### src/rtl/pc_seq_pkg.sv
// Shared state encoding and default parameters for the PC fetch sequencer.
package pc_seq_pkg;

    localparam int          XLEN_DEF         = 64;
    localparam logic [63:0] RESET_VECTOR_DEF = 64'h0;
    localparam int          INSTR_BYTES_DEF  = 4;
    localparam int          ALIGN_BITS_DEF   = $clog2(INSTR_BYTES_DEF);

    typedef enum logic [1:0] {
        IDLE = 2'd0,
        REQ  = 2'd1,
        WAIT = 2'd2,
        HOLD = 2'd3
    } fetch_state_e;

endpackage

### src/rtl/pc_next_calc.sv
// Next-PC selection between the sequential increment and the aligned branch target.
// With PC_MISALIGN_TRAP_EN a misaligned target is flagged and the redirect suppressed.
module pc_next_calc
    import pc_seq_pkg::*;
#(
    parameter int XLEN        = XLEN_DEF,
    parameter int INSTR_BYTES = INSTR_BYTES_DEF,
    parameter int ALIGN_BITS  = ALIGN_BITS_DEF
) (
    input  logic [XLEN-1:0] pc_i,
    input  logic            branch_taken_i,
    input  logic [XLEN-1:0] branch_target_i,
    output logic [XLEN-1:0] pc_next_o,
    output logic            redirect_o
`ifdef PC_MISALIGN_TRAP_EN
    ,
    output logic            misalign_o
`endif
);

    localparam logic [XLEN-1:0] LOW_MASK = {{(XLEN-ALIGN_BITS){1'b0}}, {ALIGN_BITS{1'b1}}};

    logic [XLEN-1:0] pc_inc;
    logic [XLEN-1:0] target_aligned;

    always_comb begin
        pc_inc         = pc_i + XLEN'(INSTR_BYTES);
        target_aligned = branch_target_i & ~LOW_MASK;
`ifdef PC_MISALIGN_TRAP_EN
        misalign_o = branch_taken_i && ((branch_target_i & LOW_MASK) != '0);
        redirect_o = branch_taken_i && !misalign_o;
`else
        redirect_o = branch_taken_i;
`endif
        pc_next_o = redirect_o ? target_aligned : pc_inc;
    end

endmodule

### src/rtl/pc_fetch_sequencer.sv
// Program counter owner and single-outstanding instruction fetch sequencer (PC_MISALIGN_TRAP_EN adds misalign_err).
// States: IDLE no request | REQ request presented | WAIT response outstanding | HOLD slot held for decode.
module pc_fetch_sequencer
    import pc_seq_pkg::*;
#(
    parameter int              XLEN         = XLEN_DEF,
    parameter logic [XLEN-1:0] RESET_VECTOR = XLEN'(RESET_VECTOR_DEF),
    parameter int              INSTR_BYTES  = INSTR_BYTES_DEF
) (
    input  logic            clk,
    input  logic            reset,
    input  logic            branch_taken,
    input  logic [XLEN-1:0] branch_target,
    input  logic            stall,
    output logic            imem_req_valid,
    input  logic            imem_req_ready,
    output logic [XLEN-1:0] imem_addr,
    input  logic            imem_resp_valid,
    output logic            fetch_valid,
    input  logic            fetch_ready,
    output logic [XLEN-1:0] fetch_pc,
    output logic [XLEN-1:0] pc_out
`ifdef PC_MISALIGN_TRAP_EN
    ,
    output logic            misalign_err
`endif
);

    fetch_state_e    state_q, state_d;
    logic [XLEN-1:0] pc_q, pc_d;
    logic [XLEN-1:0] fetch_pc_q, fetch_pc_d;
    logic            fetch_valid_q, fetch_valid_d;
    logic            kill_q, kill_d;
    logic [XLEN-1:0] pc_next;
    logic            redirect;
    fetch_state_e    resume_state;

`ifdef PC_MISALIGN_TRAP_EN
    logic misalign;
    logic err_q, err_d;
`endif

    pc_next_calc #(
        .XLEN        (XLEN),
        .INSTR_BYTES (INSTR_BYTES),
        .ALIGN_BITS  ($clog2(INSTR_BYTES))
    ) u_pc_next_calc (
        .pc_i            (pc_q),
        .branch_taken_i  (branch_taken),
        .branch_target_i (branch_target),
        .pc_next_o       (pc_next),
        .redirect_o      (redirect)
`ifdef PC_MISALIGN_TRAP_EN
        ,
        .misalign_o      (misalign)
`endif
    );

    always_ff @(posedge clk or posedge reset) begin
        if (reset) begin
            state_q       <= IDLE;
            pc_q          <= RESET_VECTOR;
            fetch_pc_q    <= '0;
            fetch_valid_q <= 1'b0;
            kill_q        <= 1'b0;
        end else begin
            state_q       <= state_d;
            pc_q          <= pc_d;
            fetch_pc_q    <= fetch_pc_d;
            fetch_valid_q <= fetch_valid_d;
            kill_q        <= kill_d;
        end
    end

`ifdef PC_MISALIGN_TRAP_EN
    always_ff @(posedge clk or posedge reset) begin
        if (reset) begin
            err_q <= 1'b0;
        end else begin
            err_q <= err_d;
        end
    end

    always_comb begin
        err_d = err_q | misalign;
    end

    assign misalign_err = err_q;
`endif

    always_comb begin
        state_d       = state_q;
        pc_d          = pc_q;
        fetch_pc_d    = fetch_pc_q;
        fetch_valid_d = fetch_valid_q;
        kill_d        = kill_q;
        resume_state  = stall ? IDLE : REQ;

        if (redirect) begin
            pc_d          = pc_next;
            fetch_valid_d = 1'b0;
        end

        case (state_q)
            IDLE: begin
                state_d = resume_state;
            end
            REQ: begin
                // An acceptance wins over stall; if it coincides with a redirect it fetches a stale address.
                if (imem_req_ready) begin
                    fetch_pc_d = pc_q;
                    kill_d     = redirect;
                    state_d    = WAIT;
                end else begin
                    state_d = resume_state;
                end
            end
            WAIT: begin
                if (imem_resp_valid) begin
                    if (kill_q || redirect) begin
                        kill_d  = 1'b0;
                        state_d = resume_state;
                    end else begin
                        fetch_valid_d = 1'b1;
                        pc_d          = pc_next;
                        state_d       = HOLD;
                    end
                end else if (redirect) begin
                    kill_d = 1'b1;
                end
            end
            HOLD: begin
                if (redirect) begin
                    state_d = resume_state;
                end else if (fetch_ready) begin
                    fetch_valid_d = 1'b0;
                    state_d       = resume_state;
                end
            end
            default: begin
                state_d = IDLE;
            end
        endcase
    end

    assign imem_req_valid = (state_q == REQ);
    assign imem_addr      = pc_q;
    assign pc_out         = pc_q;
    assign fetch_valid    = fetch_valid_q;
    assign fetch_pc       = fetch_pc_q;

endmodule

### config.mk
export PLATFORM = sky130hd
export DESIGN_NAME = pc_fetch_sequencer
export DESIGN_NICKNAME = d
export VERILOG_FILES = /design/src/rtl/pc_seq_pkg.sv /design/src/rtl/pc_next_calc.sv /design/src/rtl/pc_fetch_sequencer.sv
export SDC_FILE = /design/constraint.sdc
export NUM_CORES = 1
export LEC_CHECK = 0
export ABC_CLOCK_PERIOD_IN_PS = 4300
export CORE_UTILIZATION = 41
export DETAILED_ROUTE_END_ITERATION = 10
export PLACE_DENSITY = 0.8
export SLEW_MARGIN = 0
export SYNTH_ARGS = -nofsm -noshare
export SYNTH_HDL_FRONTEND = slang
export SYNTH_SLANG_ARGS = --single-unit
### constraint.sdc
create_clock -name clk -period 4.3 [get_ports clk]
set_input_delay 1.075 -clock clk [delete_from_list [all_inputs] [get_ports clk]]
set_output_delay 1.075 -clock clk [all_outputs]
set_load 0.02 [all_outputs]
==> impl_metrics.csv <==
group,metric,value,unit
clock_network,htree_levels,4,
synthesis,syn-num-nets,766,
sta,fmax,330,MHz
worst_setup_path,crit_top_cell,"a211oi_1",
synthesis,syn_inst,691,
floorplan,die_area,17800,sq um
power_and_ir_drop,finalPower,5.30,mW
synthesis,syn_area_per_cell,10.3,sq um
floorplan,die_h,134,microns
hold_path,hp-start,"fetch_pc[46]",
finish,area_growth_syn_to_layout,40.5,%
worst_setup_path,slowest_stage,"clkdlybuf4s50_1",
sta,holdWs,0.475,ns
clock_network,cts_resized,0,
routing,wire_per_inst,18.3,microns
placed_design,placed_cell_area,9460,sq um
clock_network,cts_tree,"done",
clock_network,cts_made_buffers,17,
synthesis,ys_warn_count,0,
clock_network,clkSinkCount,132,
synthesis,netlist_area,7100,sq um
synthesis,ys_types,58,
floorplan,core,16800,sq um
worst_setup_path,r2r-end,"imem_addr[46]",
finish,layout-drive-gt1-share,0.138,
finish,nets,958,
floorplan,initial_core_util,0.424,
finish,antenna_cells,0,
floorplan,io_pins,265,
finish,multiInputGateArea,3140,sq um
clock_network,hold_buffers,0,
worst_setup_path,crit_required,4.63,ns
routing,vias,6111,
worst_setup_path,worstRegToRegCells,6,
clock_network,cts_setup_buffers,0,
sta,fin_skew,0.00649,ns
worst_setup_path,rr_startpoint,"imem_addr[2]",
placed_design,dp_slack,0.919,ns
worst_setup_path,cp-start-kind,"primary input",
sta,fin_crit_sh,0.705,
sta,layout_setup_ws,1.27,ns
clock_network,cts.clk_slew.worst_paths,0.06,ns
routing,antenna_left,0,
clock_network,cts_buffer_depth,2,
routing,drcViolationCount,0,
placed_design,hpwlAfterDp,14.3,mm
power_and_ir_drop,power_density,531,nW/um^2
power_and_ir_drop,ir_drop,0.000481,V
finish,seq_area,3300,sq um
finish,fill_cells,1476,
worst_setup_path,reg2reg_slack,1.45,ns
sta,min_period,3.03,ns
power_and_ir_drop,leakage,3.96,nW
sta,setup_violations,0,
synthesis,async_flop_share,1.00,
sta,maxSlewHeadroom,0.366,
worst_setup_path,crit_fanout,8,
floorplan,row_count,47,
clock_network,clk_latency,0.42,ns
worst_setup_path,arrival,3.36,ns
placed_design,io_buffers,262,
sta,fin_setup_tns,0,ns
sta,rsz0062_at_grt,"no",
sta,slew_violations,0,
hold_path,hold_class,"flop to flop",
synthesis,synth_top_flop_cell,"dfrtp_1",
status,status,"finished, final reports clean",
sta,hold_viol,0,
global_routing,grt_pass1_wl,32.0,mm
global_routing,grt_max_degree,133,
routing,vias_per_cell,5.49,
routing,first_pass_iters,5,
worst_setup_path,crit_type,"primary input to flop",
worst_setup_path,crit_chain,"clkdlybuf4s50_1 > nand3b_1 > nor4_1 > and4_1 > a211oi_1 > a211oi_1",
finish,stdcell_area,9980,sq um
routing,drt_iter0_drc,439,
hold_path,whs_endpoint,"fetch_pc[46]",
sta,tightest_slew,0.952,ns
placed_design,gp_congestion,0.832,
clock_network,root_buffer,"clkbuf_16",
global_routing,grtUsageTotal,0.231,
synthesis,ys_seq_area_frac,0.465,
global_routing,antenna_found_initial,0,
global_routing,grt_overflow,0,
job,cap_violations,0,
routing,totalWireLength,20.4,mm
floorplan,die_w,134,microns
synthesis,ys_seq_elements,132,
worst_setup_path,cp-end-kind,"flop",
global_routing,grt_pass1_vias,5800,
worst_setup_path,max_stage_delay,0.61,ns
hold_path,whs_path_depth,2,
synthesis,synth_edf_count,0,
metrics by stage:
step	instances	util
final	1114	0.595
after CTS	1114	0.595
after global routing	1114	0.595
after floorplan	691	-
after detailed placement	1084	0.565
after global placement	1084	0.565
flip-flops by register name, indices dropped and copies added (netlist names):
signal and count:
fetch_valid 1, kill_q 1, imem_addr 64, state_q 2, fetch_pc 64
worst max-delay path: cells and delay by family:
kind / cells / cell delay [ns]
simple gates: 3 / 1.30
buf+inv: 1 / 0.61
compound gates: 2 / 0.37
cell usage in the layout (no fill, tap or decap), drive strengths merged, types with 4 or more instances in the layout:
| cell type | synthesis | routed |
|---|---|---|
| a211oi | 15 | 15 |
| a21oi | 17 | 17 |
| a311oi | 4 | 4 |
| a31oi | 7 | 7 |
| and3 | 18 | 18 |
| buf | 82 | 10 |
| clkbuf | 16 | 25 |
| clkdlybuf4s50 | 0 | 261 |
| clkinv | 0 | 4 |
| dfrtp | 132 | 132 |
| ha | 4 | 4 |
| inv | 12 | 11 |
| mux2 | 62 | 62 |
| mux2i | 15 | 15 |
| nand2 | 55 | 55 |
| nand3 | 32 | 32 |
| nand4 | 25 | 25 |
| nor2 | 52 | 52 |
| nor2b | 4 | 4 |
| nor3 | 20 | 20 |
| nor4 | 18 | 18 |
| o21a | 4 | 4 |
| o21ai | 31 | 31 |
| o22ai | 7 | 7 |
| o31a | 4 | 4 |
| or4 | 5 | 5 |
| xnor2 | 6 | 6 |
| xor2 | 9 | 9 |
synthesized netlist by cell type, types with 9 or more instances:
| master | n | share of area |
|---|---|---|
| a211oi_1 | 15 | 0.016 |
| a21oi_1 | 17 | 0.012 |
| and3_1 | 18 | 0.016 |
| buf_1 | 9 | 0.0048 |
| buf_4 | 64 | 0.068 |
| clkbuf_1 | 16 | 0.0085 |
| dfrtp_1 | 132 | 0.47 |
| inv_1 | 12 | 0.0063 |
| mux2_2 | 62 | 0.098 |
| mux2i_1 | 15 | 0.021 |
| nand2_1 | 55 | 0.029 |
| nand3_1 | 32 | 0.023 |
| nand4_1 | 22 | 0.019 |
| nor2_1 | 52 | 0.027 |
| nor3_1 | 16 | 0.011 |
| o21ai_0 | 26 | 0.018 |
| xor2_1 | 9 | 0.011 |
power by group:
part	internal (mW)	switching, mW
Sequential	1.60	0.277
Combinational	1.10	1.01
Clock	0.771	0.526
cell families (layout without fill, tap and decap cells):
logic type,count (synthesis),after routing,synth area share
AOI/OAI and AO/OA,105,105,0.0975
xor gates and xnor gates,15,15,0.0185
adders and majority gates,4,4,0.00705
buffers and inverters,110,313,0.0945
DFF,132,132,0.465
muxes,77,77,0.120
and+or+nand+nor,248,248,0.198
layout make-up:
| class | instances | share of cell area |
|---|---|---|
| clock buffers | 25 | 0.0487 |
| clock inverters | 5 | 0.00276 |
| inverters | 12 | 0.00489 |
| multi-input cells | 449 | 0.315 |
| flip-flops and latches | 132 | 0.331 |
| well taps | 220 | 0.0276 |
| repair buffers | 271 | 0.270 |
metal layers:
metal	global-route usage	part of all wire
met1	0.303	0.43
met2	0.368	0.48
met3	0.0544	0.069
met4	0.0909	0.019
met5	0	0
worst max-delay path by stage:
stage | start | end | slack (ns) | depth (start not counted)
6_report | imem_resp_valid | imem_addr[53] | 1.27 | 6
5_1_grt | imem_resp_valid | imem_addr[53] | 1.15 | 6
4_1_cts | imem_resp_valid | imem_addr[60] | 1.35 | 7
3_5_place_dp | imem_resp_valid | imem_addr[60] | 0.92 | 7
3_3_place_gp | imem_resp_valid | imem_addr[60] | 0.94 | 7
2_1_floorplan | reset | fetch_pc[0] | 1.59 | 1
Note: power is estimated with default switching activity, not from simulation.
